<file path="config.mk">
export PLATFORM = sky130hd
export DESIGN_NAME = led_breather
export DESIGN_NICKNAME = d
export VERILOG_FILES = /design/src/rtl/led_breather.sv
export SDC_FILE = /design/constraint.sdc
export NUM_CORES = 1
export LEC_CHECK = 0
export ABC_AREA = 1
export CAP_MARGIN = 0
export CORE_MARGIN = 8
export CORE_UTILIZATION = 35
export CTS_CLUSTER_DIAMETER = 40
export CTS_CLUSTER_SIZE = 40
export DETAILED_ROUTE_END_ITERATION = 7
export SYNTH_ARGS = -nofsm -noshare
export SYNTH_HDL_FRONTEND = slang
export SYNTH_SLANG_ARGS = --single-unit
</file>
<file path="constraint.sdc">
create_clock -name CLOCK -period 3.8 [get_ports CLOCK]
set_input_delay 0.38 -clock CLOCK [delete_from_list [all_inputs] [get_ports CLOCK]]
set_output_delay 0.38 -clock CLOCK [all_outputs]
set_load 0.005 [all_outputs]
</file>
<file path="src/rtl/led_breather.sv">
// PWM breathing-fade LED driver: ramps brightness up/down following the BLINK level.
// Optional quadratic perceptual duty curve enabled by defining LED_GAMMA_EN.
module led_breather #(
    parameter int unsigned PWM_BITS = 8,
    parameter int unsigned RAMP_DIV = 16
) (
    input  logic                CLOCK,
    input  logic                RESET,
    input  logic                ENABLE,
    input  logic                BLINK,
    output logic                LED,
    output logic [PWM_BITS-1:0] LEVEL,
    output logic                BUSY
);

    localparam int unsigned STEP_W = (RAMP_DIV > 1) ? $clog2(RAMP_DIV) : 1;
    localparam int unsigned SQ_W   = 2 * PWM_BITS;

    localparam logic [PWM_BITS-1:0] LVL_MAX   = '1;
    localparam logic [PWM_BITS-1:0] LVL_ONE   = PWM_BITS'(1);
    localparam logic [STEP_W-1:0]   STEP_ONE  = STEP_W'(1);
    localparam logic [STEP_W-1:0]   STEP_LAST = STEP_W'(RAMP_DIV - 1);

    typedef enum logic [1:0] {
        IDLE = 2'd0,
        RISE = 2'd1,
        HIGH = 2'd2,
        FALL = 2'd3
    } state_e;

    state_e              state_q, state_d;
    logic [PWM_BITS-1:0] level_q, level_d;
    logic [PWM_BITS-1:0] pwm_cnt_q, pwm_cnt_d;
    logic [STEP_W-1:0]   step_cnt_q, step_cnt_d;
    logic [PWM_BITS-1:0] duty_q, duty_d;
    logic                blink_q, blink_d;
    logic                blink_qq, blink_qq_d;
    logic                led_q, led_d;
    logic                busy_q, busy_d;

    logic                rise_c;
    logic                fall_c;
    logic                boundary_c;
    logic [PWM_BITS-1:0] duty_src_c;

    always_ff @(posedge CLOCK) begin
        if (RESET) begin
            state_q    <= IDLE;
            level_q    <= '0;
            pwm_cnt_q  <= '0;
            step_cnt_q <= '0;
            duty_q     <= '0;
            blink_q    <= 1'b0;
            blink_qq   <= 1'b0;
            led_q      <= 1'b0;
            busy_q     <= 1'b0;
        end else begin
            state_q    <= state_d;
            level_q    <= level_d;
            pwm_cnt_q  <= pwm_cnt_d;
            step_cnt_q <= step_cnt_d;
            duty_q     <= duty_d;
            blink_q    <= blink_d;
            blink_qq   <= blink_qq_d;
            led_q      <= led_d;
            busy_q     <= busy_d;
        end
    end

    always_comb begin
        blink_d    = BLINK;
        blink_qq_d = blink_q;
        rise_c     = blink_q & ~blink_qq;
        fall_c     = ~blink_q & blink_qq;
        boundary_c = (pwm_cnt_q == LVL_MAX);
        pwm_cnt_d  = pwm_cnt_q + LVL_ONE;
    end

    // Ramp state machine; edges take priority over a coincident step.
    always_comb begin
        state_d    = state_q;
        level_d    = level_q;
        step_cnt_d = step_cnt_q;
        if (!ENABLE) begin
            state_d    = IDLE;
            level_d    = '0;
            step_cnt_d = '0;
        end else begin
            case (state_q)
                IDLE: begin
                    level_d    = '0;
                    step_cnt_d = '0;
                    if (rise_c) begin
                        state_d = RISE;
                    end
                end
                RISE: begin
                    if (fall_c) begin
                        state_d    = FALL;
                        step_cnt_d = '0;
                    end else if (boundary_c) begin
                        if (step_cnt_q == STEP_LAST) begin
                            step_cnt_d = '0;
                            if (level_q >= LVL_MAX - LVL_ONE) begin
                                level_d = LVL_MAX;
                                state_d = HIGH;
                            end else begin
                                level_d = level_q + LVL_ONE;
                            end
                        end else begin
                            step_cnt_d = step_cnt_q + STEP_ONE;
                        end
                    end
                end
                HIGH: begin
                    level_d    = LVL_MAX;
                    step_cnt_d = '0;
                    if (fall_c) begin
                        state_d = FALL;
                    end
                end
                FALL: begin
                    if (rise_c) begin
                        state_d    = RISE;
                        step_cnt_d = '0;
                    end else if (boundary_c) begin
                        if (step_cnt_q == STEP_LAST) begin
                            step_cnt_d = '0;
                            if (level_q <= LVL_ONE) begin
                                level_d = '0;
                                state_d = IDLE;
                            end else begin
                                level_d = level_q - LVL_ONE;
                            end
                        end else begin
                            step_cnt_d = step_cnt_q + STEP_ONE;
                        end
                    end
                end
                default: begin
                    state_d    = IDLE;
                    level_d    = '0;
                    step_cnt_d = '0;
                end
            endcase
        end
    end

    // Duty follows the upcoming level so a finished fade never leaves a stale pulse.
`ifdef LED_GAMMA_EN
    logic [SQ_W-1:0] level_sq_c;
    always_comb begin
        level_sq_c = SQ_W'(level_d) * SQ_W'(level_d);
        duty_src_c = level_sq_c[SQ_W-1:PWM_BITS];
    end
`else
    always_comb begin
        duty_src_c = level_d;
    end
`endif

    always_comb begin
        duty_d = duty_q;
        led_d  = 1'b0;
        busy_d = (state_d != IDLE);
        if (!ENABLE) begin
            duty_d = '0;
        end else if (boundary_c) begin
            duty_d = duty_src_c;
        end
        if (ENABLE) begin
            if ((state_q == HIGH) || (duty_q == LVL_MAX)) begin
                led_d = 1'b1;
            end else begin
                led_d = (pwm_cnt_q < duty_q);
            end
        end
    end

    assign LED   = led_q;
    assign LEVEL = level_q;
    assign BUSY  = busy_q;

endmodule

</file>
# After elaboration in Yosys (flattened, before gate mapping)
# Cells that the tools add are included.
word_totals:
  ff_bits: 34
  in_bits: 4
  out_inout_bits: 10
  wordCells: 60
classes:
  n_addsub: 4
  order_cmp: 3
  eq_ne: 6
  mux: 28
  n_bitwise: 5
  n_reduce_logical: 5
op_table:
  columns: ["operator", "count"]
  rows:
  - ["8-bit 2-to-1 mux", 9]
  - ["8-bit case mux with 4 select lines", 1]
  - ["2-bit 2-to-1 mux", 11]
  - ["8-bit by 1-bit adder with 8-bit output, second input constant", 2]
  - ["8-bit equality test, second input constant", 2]
  - ["4-bit 2-to-1 mux", 4]
  - ["4-bit case mux with 3 select lines", 1]
  - ["8-bit >= comparator, second input constant", 1]
  - ["8-bit by 1-bit <= comparator with 1-bit output, second input constant", 1]
  - ["8-bit < comparator", 1]
  - ["2-bit case mux with 4 select lines", 1]
  - ["8-bit by 1-bit subtractor with 8-bit output, second input constant", 1]
  - ["4-bit by 1-bit adder with 4-bit output, second input constant", 1]
  - ["2-bit equality test, second input constant", 2]
  - ["4-bit equality test, second input constant", 1]
  - ["2-bit OR reduction", 2]
  - ["1-bit NOT", 3]
  - ["1-bit bitwise AND", 2]
  - ["2-bit by 1-bit equality test with 1-bit output, second input constant", 1]
  - ["2-bit zero test", 1]
  - ["2-bit nonzero test", 1]
  - ["1-bit logical OR", 1]
  - ["1-bit 2-to-1 mux", 1]

# Logic depth before layout (Yosys ltp)
# Gate-level depths: netlist of the first run.
depth:
  word_depth: 8
  ltp_mapped: 13
  depth_no_buf: 13

# Least setup slack after synthesis of the first run
# OpenSTA, ideal clock, no wires.
synth_timing:
  kind: "register to register"
  startpoint: "reg level_q[0], in the netlist LEVEL[0]"
  endpoint: "reg duty_q[6]"
  setup_time_ps: 67
  arrival_ps: 1607
  required_time_ps: 3733
  slack_ps: 2126
  path_stages_with_launch: 12
  path_buffers: 0
  period_less_slack_ps: 1674
  path_cell_list: "dfxtp_1 -> inv_1 -> ha_1 -> nor2_1 -> nor2_1 -> nand2_1 -> inv_2 -> nor2_8 -> inv_2 -> o21ai_2 -> nand3_2 -> a21oi_2"
synth_between:
  elab_chain_len: 7
  word_cells_on_any_way: 14
  classes_between: "2 x add/sub; 2 x order compare; 10 x mux"
synth_rtl:
  columns: ["element", "line", "rtl"]
  rows:
  - ["start: declaration", "32", "logic [PWM_BITS-1:0] level_q, level_d;"]
  - ["start signal: assignment", "59", "level_q <= level_d;"]
  - ["8-bit by 1-bit subtractor with 8-bit output (tied with other cells)", "133", "level_d = level_q - LVL_ONE;"]
  - ["8-bit 2-to-1 mux, on equally long branches", "129, 104", null]
  - ["8-bit 2-to-1 mux, on equally long branches", "127, 102", null]
  - ["8-bit 2-to-1 mux, on equally long branches", "126, 101", null]
  - ["8-bit 2-to-1 mux, on equally long branches", "123, 98", null]
  - ["8-bit case mux with 4 select lines (*)", "89", "case (state_q)"]
  - ["8-bit 2-to-1 mux (*)", "84", "if (!ENABLE) begin"]
  - ["end signal: assignment", "62", "duty_q <= duty_d;"]
  - ["end: declaration", "35", "logic [PWM_BITS-1:0] duty_q, duty_d;"]
# Mark *: on every way between the ends. The rest lies on a longest branch, timed or not.
# A chain may end at the register's enable or synchronous reset.

# Final worst setup path of the first run
layout_timing:
  startpoint: "reg pwm_cnt_q[0]"
  endpoint: "reg level_q[0], in the netlist LEVEL[0]"
layout_between:
  elab_chain_len: 5
  word_cells_on_any_way: 7
  classes_between: "1 x eq/ne; 6 x mux"
layout_rtl:
  columns: ["element", "line", "rtl"]
  rows:
  - ["start: declaration", "33", "logic [PWM_BITS-1:0] pwm_cnt_q, pwm_cnt_d;"]
  - ["start signal: assignment", "60", "pwm_cnt_q <= pwm_cnt_d;"]
  - ["8-bit equality test (*)", "75", "boundary_c = (pwm_cnt_q == LVL_MAX);"]
  - ["8-bit 2-to-1 mux, on equally long branches", "126, 101", null]
  - ["8-bit 2-to-1 mux, on equally long branches", "123, 98", null]
  - ["8-bit case mux with 4 select lines (*)", "89", null]
  - ["8-bit 2-to-1 mux (*)", "84", null]
# Marks and branches as above.

==> results of run 1 <==
-- power by group --
group | leakage (nW) | switching, mW | internal, mW
logic | 0.774 | 0.0281 | 0.0173
registers | 0.275 | 0.00586 | 0.362
clock network | 0.0575 | 0.133 | 0.183
-- logic make-up (layout without fill, tap and decap cells) --
kind of cell | count (synthesis) | count (layout) | share of synthesized area (%)
AND/OR/NAND/NOR | 174 | 174 | 37.2
buffers and inverters | 62 | 73 | 11.0
XOR/XNOR | 7 | 7 | 2.70
AO/OA/AOI/OAI | 49 | 49 | 12.0
adder cells (fa/ha/maj) | 13 | 13 | 7.17
flip-flops | 34 | 34 | 30.0
-- cells in the final DEF, fill, tap and decap left out --
cell                              count
sky130_fd_sc_hd__a21oi_1             24
sky130_fd_sc_hd__a31oi_1              1
sky130_fd_sc_hd__inv_4                1
sky130_fd_sc_hd__o21ai_0             12
sky130_fd_sc_hd__nand4_1              8
sky130_fd_sc_hd__nor2_4               4
sky130_fd_sc_hd__or2_2                1
sky130_fd_sc_hd__o21ai_2              1
sky130_fd_sc_hd__o21bai_1             1
sky130_fd_sc_hd__nand2_1             68
sky130_fd_sc_hd__nand3b_1             1
sky130_fd_sc_hd__inv_2                6
sky130_fd_sc_hd__nor4_1               2
sky130_fd_sc_hd__nor2_8               2
sky130_fd_sc_hd__a21oi_2              3
sky130_fd_sc_hd__o211ai_1             2
sky130_fd_sc_hd__ha_1                13
sky130_fd_sc_hd__o21a_1               1
sky130_fd_sc_hd__nand2_4              2
sky130_fd_sc_hd__xor2_1               7
sky130_fd_sc_hd__nand3_2              4
sky130_fd_sc_hd__clkinv_1             1
sky130_fd_sc_hd__clkbuf_8             8
sky130_fd_sc_hd__nand2_2              3
sky130_fd_sc_hd__nand3_1             35
sky130_fd_sc_hd__nor2_2               1
sky130_fd_sc_hd__inv_1               44
sky130_fd_sc_hd__nor3_1               3
sky130_fd_sc_hd__nor2_1              40
sky130_fd_sc_hd__clkdlybuf4s50_1     13
sky130_fd_sc_hd__dfxtp_1             34
sky130_fd_sc_hd__o21ai_1              4
-- worst min path at each step --
stage          endpoint     from  depth (start not counted)  slack (ns)
6_report       blink_qq  blink_q                          2        0.43
5_1_grt        blink_qq  blink_q                          2        0.45
4_1_cts        blink_qq  blink_q                          2        0.44
3_5_place_dp   blink_qq  blink_q                          2        0.43
3_3_place_gp   blink_qq  blink_q                          2        0.42
2_1_floorplan  blink_qq  blink_q                          2        0.42
-- sequential cells by signal, summed over array words and instances (netlist names) --
name,flops
blink_q,1
pwm_cnt_q,8
step_cnt_q,4
state_q,2
duty_q,8
BUSY,1
LEVEL,8
blink_qq,1
LED,1
-- per-layer routing --
layer / GRT usage, % / up-vias
met1: 17.7 / 990
li1: - / 1113
met5: 0 / -
met2: 22.0 / 58
met3: 2.63 / 14
met4: 5.17 / 0
-- stage by stage --
stage,util (%),worst slack (ns)
detailed placement,38.7,1.70
floorplan,-,2.13
CTS,40.5,1.70
global route,40.5,1.42
finish,40.5,1.67
global placement,38.7,1.69
-- cell type report --
class	count	area [sq um]	area share, %
multi-input combinational	243	1340	52.4
sequential	34	681	26.6
inverter	52	198	7.74
timing repair buffer	13	130	5.09
clock buffer	8	110	4.31
tap	77	96.3	3.77
-- critical path: cells and delay by family, from the launching register on --
family / cells / cell delay, ns
AOI/OAI and AO/OA: 1 / 0.18
adders and majority gates: 1 / 0.18
DFF: 1 / 0.37
and+or+nand+nor: 9 / 1.32
==> summary.json, run 1 <==
{
  "clock_network": {
    "worst_setup_hold_path_clk_slew_ns": 0.07,
    "number_of_post_cts_setup_repair_buffers": 0,
    "clk_path_buf_depth": 2,
    "h-tree-depth": 2,
    "cts_inserted_buffers": 5,
    "ctsResizeCount": 0,
    "worst_skew_pair.late_latency_ns": 0.29,
    "clock_tree.root_cell": "sky130_fd_sc_hd__clkbuf_8",
    "clkSinkCount": 34,
    "cts_hold_repair.buffers": 0,
    "cts_tree": "yes"
  },
  "placed_design": {
    "hpwlAfterDp_um": 4490,
    "numPortBuffers": 13,
    "dpl_cell_area_sq_mm": 0.00244,
    "routability_driven_placement_congestion_ratio": 0.895,
    "placed_instances": 419
  },
  "worst_setup_path": {
    "worst_path_most_repeated_cell": "sky130_fd_sc_hd__nand2_1",
    "cp.required_ns": 4.00,
    "setup.worst_path.start_class": "flop",
    "reg2reg_from": "pwm_cnt_q[0]",
    "worstRegToRegCells": 11,
    "endpoint_of_the_worst_register_to_register_path": "LEVEL[0]",
    "max_stage_delay_ns": 0.37,
    "cp_cell_sequence": "ha_1, nand2_1, nor2_4, nand2_4, nor2_4, nand2_1, o21ai_1, nand2_1, nand3_1, nand2_1, nor2_1",
    "worst-endpoint-arrival_ns": 2.33,
    "crit_path_end_kind": "flop",
    "cp_slowest_cell": "sky130_fd_sc_hd__dfxtp_1",
    "timing.critical_path.from": "pwm_cnt_q[0]",
    "critical_path_endpoint": "LEVEL[0]",
    "timing.critical_path.fanout_max": 14,
    "path_class": "reg2reg",
    "reg2reg_setup_slack_ns": 1.67
  },
  "route": {
    "dr.pass1.iters": 4,
    "dr_total_vias": 2175,
    "met2_wirelength_um": 2710,
    "drtIter0Drc": 132,
    "wirelength_um": 5810,
    "wl_met3_um": 303,
    "drt.antenna.violating_nets": 0,
    "remaining_drc_errors": 0,
    "routed_wire_length_per_instance_um": 13.6,
    "wl_met1_um": 2650,
    "post_drt_via_cell_ratio": 5.09,
    "maxUsedRoutingLayer": "met4"
  },
  "grt": {
    "grt_max_degree": 15,
    "grt_pass1_vias": 2043,
    "global_route.overflow_total": 0,
    "grt_use_total_pct": 13.7,
    "antenna_found_initial": 0,
    "first_pass_grt_wire_length_um": 10000
  },
  "cells_and_area": {
    "instances_no_fill": 427,
    "syn2layout_area_growth_pct": 12.6,
    "final_nets": 366,
    "drive_gt1_share_pct": 10.3,
    "final_design_area_no_fill_sq_mm": 0.00255,
    "filler_cell_count": 682,
    "number_of_antenna_repair_diodes": 0
  },
  "timing": {
    "clock.fmax_mhz": 470,
    "finalHoldViolCount": 0,
    "slew_violations": 0,
    "final.hold.worst_slack_ns": 0.430,
    "rsz0062_at_grt": "no",
    "finClkSkew_ns": 0.00825,
    "maxSlewHeadroom_pct": 67.4,
    "setup-violations-final": 0,
    "worstMarginPinSlew_ns": 0.489,
    "fin_tns_setup_ns": 0,
    "finalCriticalPeriod_ns": 2.13,
    "min_period_over_period_pct": 56.0
  },
  "flow_run": {
    "drv.max_cap_violation_count": 0
  },
  "power_and_ir_drop": {
    "pwr_density_cell_mw_per_mm2": 285,
    "leakage_power_nw": 1.11,
    "ir_drop_v": 0.000180,
    "finalPower_mw": 0.729
  },
  "synthesis": {
    "number_of_distinct_library_cell_variants_in_the_gate_level_netlist_after_synthesis": 34,
    "synth.most_common_cell": "sky130_fd_sc_hd__nand2_1",
    "postSynthCellCount": 339,
    "proportion_of_register_bits_with_asynchronous_set_or_reset_after_synthesis_pct": 0,
    "ys_ff_latch": 34,
    "ys_seq_area_share_pct": 30.0,
    "synth-edff-count": 0,
    "synth.yosys.warnings": 0,
    "synth_area_leader_cell": "sky130_fd_sc_hd__dfxtp_1",
    "post-synth-top-area-fraction_pct": 30.0,
    "synth_commonest_cells": "sky130_fd_sc_hd__nand2_1 (68), sky130_fd_sc_hd__inv_1 (44), sky130_fd_sc_hd__nor2_1 (40)",
    "syn_area_sq_mm": 0.00227,
    "syn-num-nets": 356,
    "synth_area_leaders": "sky130_fd_sc_hd__dfxtp_1 (30%), sky130_fd_sc_hd__nand2_1 (11%), sky130_fd_sc_hd__nand3_1 (7.7%), sky130_fd_sc_hd__inv_1 (7.3%), sky130_fd_sc_hd__ha_1 (7.2%)",
    "post_synthesis_mean_instance_area_sq_um": 6.70,
    "synthFlopType": "sky130_fd_sc_hd__dfxtp_1"
  },
  "die": {
    "die_width_um": 96.5,
    "initial_core_util_pct": 35.9,
    "ios": 14,
    "die_y_um": 96.5,
    "fp.dieArea_sq_mm": 0.00932,
    "num_rows": 29,
    "core_region_area_sq_mm": 0.00631
  },
  "hold_path": {
    "hp-class": "reg2reg"
  },
  "status": {
    "outcome": "finished, final reports clean"
  }
}
No activity file was read; power rests on OpenSTA's default activity.
==> run 2: changes to the inputs <==
clock period = 1.75 ns   (was 3.8 ns; I/O delays follow)
==> summary.json, run 2 (synthesis gave the netlist of run 1 again) <==
{
  "status": {
    "outcome": {"value": "complete, but fails checks", "change": "was finished, final reports clean"},
    "violated_checks": "setup timing"
  },
  "worst_setup_path": {
    "worst-endpoint-arrival": {"value": 1.91, "unit": "ns", "change": "was 2.33 ns"},
    "critical_path.top_delay_family": {"value": "simple AND/OR/NAND/NOR gates", "change": "unchanged"},
    "max_stage_delay": {"value": 0.35, "unit": "ns", "change": "was 0.37 ns"},
    "setup.worst_path.start_class": {"value": "flop", "change": "unchanged"},
    "worst_path_most_repeated_cell": {"value": "sky130_fd_sc_hd__nand2_4", "change": "was sky130_fd_sc_hd__nand2_1"},
    "cp_cell_sequence": {"value": "ha_4, nand2_4, nor2_4, nand2_4, nor2_4, buf_6, nand2_4, nand2_4, nand2_2, nand2_2, nand3_2, nand2_2, a21oi_2", "change": "was ha_1, nand2_1, nor2_4, nand2_4, nor2_4, nand2_1, o21ai_1, nand2_1, nand3_1, nand2_1, nor2_1"},
    "worst-path-buf-inv": {"value": 1, "change": "was 0"},
    "endpoint_of_the_worst_register_to_register_path": {"value": "duty_q[1]", "change": "was LEVEL[0]"},
    "crit_path_end_kind": {"value": "flop", "change": "unchanged"},
    "reg2reg_setup_slack": {"value": -0.01, "unit": "ns", "change": "was 1.67 ns"},
    "timing.critical_path.fanout_max": {"value": 4, "change": "was 14"},
    "cp.required": {"value": 1.90, "unit": "ns", "change": "was 4.00 ns"},
    "cp_slowest_cell": {"value": "sky130_fd_sc_hd__dfxtp_2", "change": "was sky130_fd_sc_hd__dfxtp_1"},
    "worstRegToRegCells": {"value": 13, "change": "was 11"},
    "path_class": {"value": "reg2reg", "change": "unchanged"},
    "reg2reg_from": {"value": "pwm_cnt_q[1]", "change": "was pwm_cnt_q[0]"}
  },
  "cells_and_area": {
    "layout.cells.most_common": {"value": "sky130_fd_sc_hd__nand2_1", "change": "unchanged"},
    "filler_cell_count": {"value": 645, "change": "was 682"},
    "syn2layout_area_growth": {"value": 31.9, "unit": "%", "change": "was 12.6%"},
    "drive_gt1_share": {"value": 29.3, "unit": "%", "change": "was 10.3%"},
    "final_nets": {"value": 405, "change": "was 366"},
    "multiInputGateArea": {"value": 0.00149, "unit": "sq mm", "change": "was 0.00134 sq mm"},
    "mostFrequentLayoutCells": {"value": "sky130_fd_sc_hd__nand2_1 (52), sky130_fd_sc_hd__inv_1 (41), sky130_fd_sc_hd__nor2_1 (37)", "change": "was sky130_fd_sc_hd__nand2_1 (68), sky130_fd_sc_hd__inv_1 (44), sky130_fd_sc_hd__nor2_1 (40)"},
    "ff_latch_area": {"value": 688, "unit": "sq um", "change": "was 681 sq um"},
    "instances_no_fill": {"value": 466, "change": "was 427"},
    "final_design_area_no_fill": {"value": 0.00299, "unit": "sq mm", "change": "was 0.00255 sq mm"},
    "number_of_antenna_repair_diodes": {"value": 0, "change": "unchanged"},
    "layout.core_utilization": {"value": 47.4, "unit": "%", "change": "was 40.5%"}
  },
  "timing": {
    "finalHoldViolCount": {"value": 0, "change": "unchanged"},
    "setup_slack": {"value": -0.0130, "unit": "ns", "change": "was 1.67 ns"},
    "maxSlewHeadroom": {"value": 65.9, "unit": "%", "change": "was 67.4%"},
    "setup-violations-final": {"value": 1, "change": "was 0"},
    "clock.fmax": {"value": 567, "unit": "MHz", "change": "was 470 MHz"},
    "slew_violations": {"value": 0, "change": "unchanged"},
    "worstMarginPinSlew": {"value": 0.512, "unit": "ns", "change": "was 0.489 ns"},
    "fin_tns_setup": {"value": -0.0130, "unit": "ns", "change": "was 0 ns"},
    "final.hold.worst_slack": {"value": 0.403, "unit": "ns", "change": "was 0.430 ns"},
    "finClkSkew": {"value": 0.00900, "unit": "ns", "change": "was 0.00825 ns"},
    "rsz0062_at_grt": {"value": "yes", "change": "was no"},
    "min_period_over_period": {"value": 101, "unit": "%", "change": "was 56.0%"},
    "finalCriticalPeriod": {"value": 1.76, "unit": "ns", "change": "was 2.13 ns"}
  },
  "power_and_ir_drop": {
    "finalPower": {"value": 1.53, "unit": "mW", "change": "was 0.729 mW"},
    "leakage_power": {"value": 1.39, "unit": "nW", "change": "was 1.11 nW"},
    "ir_drop": {"value": 0.000449, "unit": "V", "change": "was 0.000180 V"},
    "switchingPower": {"value": 0.369, "unit": "mW", "change": "was 0.167 mW"},
    "pwr_density_cell": {"value": 511, "unit": "mW/mm^2", "change": "was 285 mW/mm^2"},
    "p_int": {"value": 1.16, "unit": "mW", "change": "was 0.562 mW"},
    "comb_power_share": {"value": 8.6, "unit": "%", "change": "was 6.2%"},
    "netSwitchingFraction": {"value": 24.1, "unit": "%", "change": "was 22.9%"},
    "clockPowerShare": {"value": 39.2, "unit": "%", "change": "was 43.3%"},
    "p_seq_share": {"value": 52.2, "unit": "%", "change": "was 50.4%"}
  },
  "clock_network": {
    "worst_skew_pair.late_latency": {"value": 0.29, "unit": "ns", "change": "about the same"},
    "worst_setup_hold_path_clk_slew": {"value": 0.07, "unit": "ns", "change": "about the same"},
    "h-tree-depth": {"value": 2, "change": "unchanged"},
    "clock_tree.root_cell": {"value": "sky130_fd_sc_hd__clkbuf_8", "change": "unchanged"},
    "cts_tree": {"value": "yes", "change": "unchanged"},
    "cts_hold_repair.buffers": {"value": 0, "change": "unchanged"},
    "cts_inserted_buffers": {"value": 5, "change": "unchanged"},
    "clkSinkCount": {"value": 34, "change": "unchanged"},
    "clk_path_buf_depth": {"value": 2, "change": "unchanged"}
  },
  "grt": {
    "first_pass_grt_wire_length": {"value": 10300, "unit": "um", "change": "was 10000 um"},
    "grt_max_degree": {"value": 14, "change": "was 15"},
    "grt_use_total": {"value": 14.1, "unit": "%", "change": "was 13.7%"},
    "antenna_found_initial": {"value": 0, "change": "unchanged"},
    "grt_pass1_vias": {"value": 2220, "change": "was 2043"},
    "global_route.overflow_total": {"value": 0, "change": "unchanged"}
  },
  "die": {
    "fp.dieArea": {"value": 0.00932, "unit": "sq mm", "change": "unchanged"},
    "die_y": {"value": 96.5, "unit": "um", "change": "unchanged"},
    "initial_core_util": {"value": 35.9, "unit": "%", "change": "unchanged"},
    "die_width": {"value": 96.5, "unit": "um", "change": "unchanged"},
    "num_rows": {"value": 29, "change": "unchanged"},
    "core_region_area": {"value": 0.00631, "unit": "sq mm", "change": "unchanged"},
    "ios": {"value": 14, "change": "unchanged"}
  },
  "flow_run": {
    "drv.max_cap_violation_count": {"value": 0, "change": "unchanged"}
  },
  "hold_path": {
    "hp-class": {"value": "in2reg", "change": "was reg2reg"},
    "holdPathEnd": {"value": "blink_q", "change": "was blink_qq"},
    "worst_hold_path.num_cells": {"value": 3, "change": "was 2"},
    "hold_path_startpoint": {"value": "BLINK", "change": "was blink_q"}
  },
  "route": {
    "drt.antenna.violating_nets": {"value": 0, "change": "unchanged"},
    "dr.pass1.iters": {"value": 4, "change": "unchanged"},
    "post_drt_via_cell_ratio": {"value": 5.00, "change": "was 5.09"},
    "remaining_drc_errors": {"value": 0, "change": "unchanged"},
    "wirelength": {"value": 6250, "unit": "um", "change": "was 5810 um"},
    "drtIter0Drc": {"value": 107, "change": "was 132"},
    "dr_total_vias": {"value": 2332, "change": "was 2175"},
    "routed_wire_length_per_instance": {"value": 13.4, "unit": "um", "change": "was 13.6 um"}
  },
  "placed_design": {
    "placed_instances": {"value": 453, "change": "was 419"},
    "dpl_cell_area": {"value": 0.00270, "unit": "sq mm", "change": "was 0.00244 sq mm"},
    "hpwlAfterDp": {"value": 4800, "unit": "um", "change": "was 4490 um"},
    "place_worst_setup_slack": {"value": -0.00528, "unit": "ns", "change": "was 1.70 ns"},
    "numPortBuffers": {"value": 13, "change": "unchanged"},
    "routability_driven_placement_congestion_ratio": {"value": 0.911, "change": "was 0.895"}
  }
}
-- run 2: cell count changes in the layout (fill, tap and decap cells not counted), moves of 3 or more --
cell / delta
sky130_fd_sc_hd__buf_4: +36
sky130_fd_sc_hd__nand2_1: -16
sky130_fd_sc_hd__nand2_2: +12
sky130_fd_sc_hd__nand3_1: -7
sky130_fd_sc_hd__dfxtp_1: -6
sky130_fd_sc_hd__dfxtp_2: +6
sky130_fd_sc_hd__nand3_2: +6
sky130_fd_sc_hd__nand2_4: +4
sky130_fd_sc_hd__inv_1: -3
sky130_fd_sc_hd__inv_2: +3
sky130_fd_sc_hd__nor2_1: -3
-- run 2: area by class of cell --
cell class                      count  share of cell area [%]
Tap cell                           77                    3.22
Timing Repair Buffer               52                    14.3
Clock inverter                      1                   0.167
Sequential cell                    34                    23.0
Inverter                           52                    6.61
Clock buffer                        7                    2.88
Multi-Input combinational cell    243                    49.8
-- run 2: worst max path at each step --
stage,from,cells past startpoint,to,slack [ns]
after floorplan,LEVEL[0],11,duty_q[6],0.08
after global placement,LEVEL[0],11,duty_q[1],-0.005
after detailed placement,LEVEL[0],11,duty_q[1],-0.005
after CTS,pwm_cnt_q[0],13,duty_q[4],0.003
after global routing,pwm_cnt_q[1],13,duty_q[1],-0.09
final,pwm_cnt_q[1],13,duty_q[1],-0.01
-- run 2: layer usage --
metal  vias up  GRT usage, %  wire length, um  share of wire, %
li1       1189             -                -                 -
met1      1080          16.4             2750                44
met2        52          24.8             3120                50
met3        11          2.55              281               4.5
met4         0          5.42               95               1.5
met5         -             0                0                 0
-- run 2: power groups by stage --
| stage | Clock [mW] | Combinational (mW) | Sequential, mW |
|---|---|---|---|
| after floorplan | 0 | 0.0709 | 0.811 |
| after global placement | 0 | 0.122 | 0.812 |
| after detailed placement | 0 | 0.121 | 0.812 |
| after CTS | 0.622 | 0.122 | 0.794 |
| after global routing | 0.659 | 0.148 | 0.799 |
| final | 0.600 | 0.132 | 0.798 |
-- run 2: worst reg2reg max path, stage by stage, from the launching register on --
cell and delay [ns]:
sky130_fd_sc_hd__dfxtp_2 0.35, sky130_fd_sc_hd__ha_4 0.15, sky130_fd_sc_hd__nand2_4 0.06, sky130_fd_sc_hd__nor2_4 0.16, sky130_fd_sc_hd__nand2_4 0.11, sky130_fd_sc_hd__nor2_4 0.22, sky130_fd_sc_hd__buf_6 0.14, sky130_fd_sc_hd__nand2_4 0.05
sky130_fd_sc_hd__nand2_4 0.07, sky130_fd_sc_hd__nand2_2 0.06, sky130_fd_sc_hd__nand2_2 0.08, sky130_fd_sc_hd__nand3_2 0.08, sky130_fd_sc_hd__nand2_2 0.07, sky130_fd_sc_hd__a21oi_2 0.04
-- run 2: timing repair --
| action | CTS | global route |
|---|---|---|
| cloned | 0 | 1 |
| setup endpoints to repair | 4 | 16 |
| endpoints found under the hold margin | 0 | 0 |
| pin swaps | 2 | 20 |
| gates resized for setup | 2 | 48 |
| buffers inserted | 1 | 3 |
